### src/rtl/ps2_key_encoder_if.sv
// Key event bus from the PS/2 receiver: the toggle-handshake key word
// plus its one-cycle strobe and the frame error pulse.
`timescale 1ns/1ps
interface ps2_key_encoder_if;
    logic [10:0] ps2_key;
    logic        key_strobe;
    logic        frame_err;

    modport master (output ps2_key, output key_strobe, output frame_err);
    modport slave  (input  ps2_key, input  key_strobe, input  frame_err);
endinterface

### src/rtl/ps2_key_encoder.sv
// Receive-only PS/2 keyboard deserialiser producing the 11-bit toggle-handshake
// key event word {toggle, pressed, extended, code}.
`timescale 1ns/1ps
module ps2_key_encoder #(
    parameter int FILTER_LEN = 8,
    parameter int TIMEOUT    = 48000
) (
    input  logic clk_sys,
    input  logic reset,
    input  logic ps2_clk_in,
    input  logic ps2_data_in,
    ps2_key_encoder_if.master key_if
);

    localparam int FCW = $clog2(FILTER_LEN + 1);
    localparam int TCW = $clog2(TIMEOUT + 1);

    typedef enum logic [1:0] {IDLE, DATA, PARITY, STOP} state_t;

    logic           clk_s1, clk_s2, data_s1, data_s2;
    logic           clk_filt;
    logic [FCW-1:0] filt_cnt;
    logic           fall;

    state_t         state;
    logic [2:0]     bit_cnt;
    logic [7:0]     shift_reg;
    logic           parity_bit;
    logic [TCW-1:0] idle_cnt;
    logic           ext, rel;
    logic [2:0]     skip_cnt;
    logic [10:0]    key_q;
    logic           strobe_q, err_q;
    logic           frame_ok;

    // NOTE: every clocked block uses non-blocking (<=) so all flops update from
    // pre-edge values; blocking here would turn the synchroniser into a wire.
    always_ff @(posedge clk_sys) begin
        if (reset) begin
            // Reset to the idle-high bus level so no phantom edge appears on release.
            clk_s1  <= 1'b1;
            clk_s2  <= 1'b1;
            data_s1 <= 1'b1;
            data_s2 <= 1'b1;
        end else begin
            clk_s1  <= ps2_clk_in;
            clk_s2  <= clk_s1;
            data_s1 <= ps2_data_in;
            data_s2 <= data_s1;
        end
    end

    // Any sample matching the accepted level restarts the run, so only a
    // steady run of FILTER_LEN differing samples flips clk_filt.
    always_ff @(posedge clk_sys) begin
        if (reset) begin
            clk_filt <= 1'b1;
            filt_cnt <= '0;
        end else if (clk_s2 == clk_filt) begin
            filt_cnt <= '0;
        end else if (filt_cnt == FCW'(FILTER_LEN - 1)) begin
            clk_filt <= clk_s2;
            filt_cnt <= '0;
        end else begin
            filt_cnt <= filt_cnt + 1'b1;
        end
    end

    assign fall     = clk_filt && !clk_s2 && (filt_cnt == FCW'(FILTER_LEN - 1));
    assign frame_ok = data_s2 && ((^shift_reg) ^ parity_bit);

    always_ff @(posedge clk_sys) begin
        if (reset) begin
            state      <= IDLE;
            bit_cnt    <= '0;
            shift_reg  <= '0;
            parity_bit <= 1'b0;
            idle_cnt   <= '0;
            ext        <= 1'b0;
            rel        <= 1'b0;
            skip_cnt   <= '0;
            key_q      <= '0;
            strobe_q   <= 1'b0;
            err_q      <= 1'b0;
        end else begin
            strobe_q <= 1'b0;
            err_q    <= 1'b0;
            if (fall) begin
                idle_cnt <= '0;
                case (state)
                    IDLE: begin
                        if (!data_s2) begin
                            state   <= DATA;
                            bit_cnt <= '0;
                        end
                    end
                    DATA: begin
                        shift_reg <= {data_s2, shift_reg[7:1]};
                        bit_cnt   <= bit_cnt + 1'b1;
                        if (bit_cnt == 3'd7)
                            state <= PARITY;
                    end
                    PARITY: begin
                        parity_bit <= data_s2;
                        state      <= STOP;
                    end
                    STOP: begin
                        state <= IDLE;
                        if (!frame_ok) begin
                            err_q <= 1'b1;
                            ext   <= 1'b0;
                            rel   <= 1'b0;
                        end else if (skip_cnt != 3'd0) begin
                            skip_cnt <= skip_cnt - 1'b1;
                        end else if (shift_reg == 8'hE1) begin
                            skip_cnt <= 3'd7;
                        end else if (shift_reg == 8'hE0) begin
                            ext <= 1'b1;
                        end else if (shift_reg == 8'hF0) begin
                            rel <= 1'b1;
                        end else begin
                            key_q    <= {~key_q[10], ~rel, ext, shift_reg};
                            strobe_q <= 1'b1;
                            ext      <= 1'b0;
                            rel      <= 1'b0;
                        end
                    end
                    default: state <= IDLE;
                endcase
            end else begin
                if (idle_cnt != TCW'(TIMEOUT - 1))
                    idle_cnt <= idle_cnt + 1'b1;
                // A stalled partial frame is abandoned; IDLE itself never times out.
                if (state != IDLE && idle_cnt == TCW'(TIMEOUT - 1)) begin
                    state <= IDLE;
                    err_q <= 1'b1;
                    ext   <= 1'b0;
                    rel   <= 1'b0;
                end
            end
        end
    end

    assign key_if.ps2_key    = key_q;
    assign key_if.key_strobe = strobe_q;
    assign key_if.frame_err  = err_q;

endmodule

### src/flat_wrapper.sv
// flat-port wrapper written by rule: the top's interface ports become plain ports
module ps2_key_encoder_flat 
#(
    parameter int FILTER_LEN = 8,
    parameter int TIMEOUT    = 48000
)
  (clk_sys, reset, ps2_clk_in, ps2_data_in, key_if_ps2_key, key_if_key_strobe, key_if_frame_err);
  ps2_key_encoder_if key_if_i ();
  input  logic clk_sys;
  input  logic reset;
  input  logic ps2_clk_in;
  input  logic ps2_data_in;
  output wire logic [$bits(key_if_i.ps2_key)-1:0] key_if_ps2_key;
  output wire logic [$bits(key_if_i.key_strobe)-1:0] key_if_key_strobe;
  output wire logic [$bits(key_if_i.frame_err)-1:0] key_if_frame_err;
  assign key_if_ps2_key = key_if_i.ps2_key;
  assign key_if_key_strobe = key_if_i.key_strobe;
  assign key_if_frame_err = key_if_i.frame_err;
  ps2_key_encoder #(.FILTER_LEN(FILTER_LEN), .TIMEOUT(TIMEOUT)) u_core (.clk_sys(clk_sys), .reset(reset), .ps2_clk_in(ps2_clk_in), .ps2_data_in(ps2_data_in), .key_if(key_if_i));
endmodule
### config.mk
export PLATFORM = sky130hd
export DESIGN_NAME = ps2_key_encoder_flat
export DESIGN_NICKNAME = d
export VERILOG_FILES = /design/src/rtl/ps2_key_encoder_if.sv /design/src/rtl/ps2_key_encoder.sv /design/src/flat_wrapper.sv
export SDC_FILE = /design/constraint.sdc
export NUM_CORES = 1
export LEC_CHECK = 0
export ABC_AREA = 1
export CORE_ASPECT_RATIO = 0.8
export CORE_UTILIZATION = 40
export DETAILED_ROUTE_END_ITERATION = 8
export SYNTH_ARGS = -nofsm -noshare
export SYNTH_HDL_FRONTEND = slang
export SYNTH_SLANG_ARGS = --single-unit
### constraint.sdc
create_clock -name clk_sys -period 3.4 [get_ports clk_sys]
set_input_delay 0.34 -clock clk_sys [delete_from_list [all_inputs] [get_ports clk_sys]]
set_output_delay 0.34 -clock clk_sys [all_outputs]
set_load 0.1 [all_outputs]
==> results.txt <==
Root Driver: clkbuf_8
dpl hpwl: 3509 microns
Design Area, Final: 3084 sq um
Layout Nets: 396
flops & latches, synth: 57
port bufs: 16
sequential fraction of the synthesis area: 42.80%
Yosys Warn Count: 0
Cell Int Power: 0.001021 W
die area: 6998 sq um
Comb pwr share: 2.5%
WP buf/inv: 1
worst setup path startpoint: u_core.key_if.ps2_key[10]
drt drc: 0
maximum VDD drop: 0.1728 mV
final setup vio count: 0
Clock transition at path regs: 60 ps
Post-CTS Setup Bufs: 0
worst-path cell chain: clkdlybuf4s50_1
max cap viols: 0
critical path type: reg -> out
reg2reg setup slack: 1440 ps
Cells after Synth: 354
register area: 1141 sq um
Sink Count: 57
CTS buffer count: 9
fill cell count: 644
Pwr per Cell Area: 426.4 nW/um^2
switching power: 0.0002945 W
RSZ-0062 raised after global routing: no
routed length on met3: 205 microns
vias in the first global route: 1,989
via total after detailed routing: 2,221
Net Sw Frac: 22.39%
CTS tree: built
chip width: 93.28 microns
Mapped Area: 2666 sq um
Critical R2R Launch: u_core.shift_reg[2]
Setup TNS: 0 ps
post-route ant nets: 0
syn_nets: 375
cts hold-fix bufs: 0
Fmax: 463.9 MHz
H-tree depth: 3
Worst EP arrival: 1820 ps
largest net degree at the start of global routing: 27
Data required, critical path: 3060 ps
Layout area overhead: 15.67%
final hold violations: 0
Cell Area, Placed: 2898 sq um
Worst Hold Class: reg -> reg
Max stage delay on crit path: 1130 ps
vias per inst: 4.787
DRT Wirelength: 4877 microns
crit-path max FO: 3
final worst setup slack: 1244 ps
initial antenna violation count: 0
synthesized area per cell: 7.532 sq um
Cell variety after synth: 31
run status: complete, no violations
relative slew slack: 34.42%
CP delay by family, top: buffers and inverters
endpoint class of the critical path: primary output
clk_skew: 6.372 ps
Final Max Tran Viols: 0
Initial Utilization: 41.60%
Clock Latency Late Sink: 340 ps
post-CTS sizing: 0
DR top layer: met4
max FFs per register: 16
Cell Rows: 26
Pre-antenna DRT Iters: 4
P_leak: 1.243 nW
slew at the pin with the worst max-slew slack: 980.6 ps
GRT Util Overall: 16.33%
final critical-path share of the clock period: 63.40%
Die Y: 75.03 microns
part of the power in registers: 51.5%
clock power share: 46.0%
worst-case clock buffer depth: 2
metal1 wirelength: 2595 microns
Critical Path Sink: key_if_ps2_key[10]
first-pass GRT wire length: 8721 microns
crit start category: register
Multi-input gate area: 1319 sq um
setup slack at placement: 1333 ps
core area: 6409 sq um
share of cells above drive strength 1: 9.211%
routability cong.: 0.7885
r2r worst-path depth: 14
num ports: 17
GRT overflow: 0
Initial DRC Count: 145
ant diodes: 0
wire per inst: 10.51 microns
critical path depth in cells: 1
Crit-path slowest cell: clkdlybuf4s50_1
minimum clock period: 2156 ps
r2r endpoint: u_core.key_if.ps2_key[10]
met2 WL: 1975 microns
## metrics by stage
stage / cells / util, % / hold WS (ps) / total power (W)
final: 464 / 48.13 / 414.5 / 0.001315
after global routing: 464 / 48.13 / 443.8 / 0.001373
after CTS: 464 / 48.13 / 419.3 / 0.001344
after detailed placement: 448 / 45.22 / 401.7 / 0.0007256
after global placement: 448 / 45.22 / 392.3 / 0.0007246
after floorplan: 354 / - / 389.5 / 0.0007150
## area by class of cell
class                           count  share of cell area, %
Timing Repair Buffer               17                  5.436
Clock buffer                       10                  4.138
Multi-Input combinational cell    246                  42.76
Tap cell                           84                  3.408
Clock inverter                      6                  1.907
Sequential cell                    57                  37.00
Inverter                           44                  5.355
## cell families (layout without fill, tap and decap cells)
logic type	count (synthesis)	after routing	share of synthesized area, %
and+or+nand+nor	160	160	27.08
AOI/OAI and AO/OA	63	63	12.44
DFF	57	57	42.80
buffers and inverters	51	77	7.743
adders and majority gates	17	17	7.977
xor gates and xnor gates	6	6	1.971
## power groups by stage
stage	sequential, W	clock [W]	combinational [W]
6_report	0.000678	0.000605	0.0000325
5_1_grt	0.000678	0.000658	0.0000377
4_1_cts	0.000677	0.000634	0.0000330
3_5_place_dp	0.000693	0	0.0000330
2_1_floorplan	0.000692	0	0.0000234
3_3_place_gp	0.000692	0	0.0000322
## per-layer routing
metal	global-route usage (%)	vias to the layer above
met1	20.82	979
met3	6.061	9
li1	-	1193
met2	25.00	40
met5	0	-
met4	7.179	0
## how the worst min path moves through the flow
stage,cells past startpoint,from,end,slack [ps]
CTS,1,u_core.data_s1,u_core.data_s2,420
floorplan,1,u_core.clk_s1,u_core.clk_s2,390
global route,1,u_core.clk_s1,u_core.clk_s2,440
global placement,1,u_core.data_s1,u_core.data_s2,390
finish,1,u_core.data_s1,u_core.data_s2,410
detailed placement,1,u_core.clk_s1,u_core.clk_s2,400
## Yosys cell counts, drive strengths merged
| cell type | count | area (sq um) |
|---|---|---|
| ha | 17 | 212.7 |
| nor4 | 1 | 6.260 |
| nand3 | 18 | 95.09 |
| dfxtp | 57 | 1141 |
| o311ai | 1 | 8.760 |
| a31oi | 1 | 6.260 |
| o211a | 1 | 10.01 |
| nand4 | 9 | 71.32 |
| or2 | 11 | 68.82 |
| xor2 | 3 | 26.28 |
| xnor2 | 3 | 26.28 |
| o211ai | 1 | 7.510 |
| a311oi | 1 | 8.760 |
| clkbuf | 5 | 18.77 |
| o21ai | 26 | 130.1 |
| inv | 44 | 165.2 |
| nor2 | 56 | 220.2 |
| a21oi | 32 | 160.2 |
| nor3 | 4 | 20.02 |
| nand2 | 59 | 226.5 |
| buf | 2 | 22.52 |
| and3 | 1 | 7.510 |
| nand2b | 1 | 6.260 |
## placed cells by master, fill, tap and decap left out, drive strengths merged, types with 10 or more instances in the layout
cell type / n
nor2: 56
dfxtp: 57
inv: 44
o21ai: 26
clkbuf: 10
a21oi: 32
or2: 11
nand3: 18
nand2: 59
clkdlybuf4s50: 16
ha: 17
(Power assumes the default switching activity.)
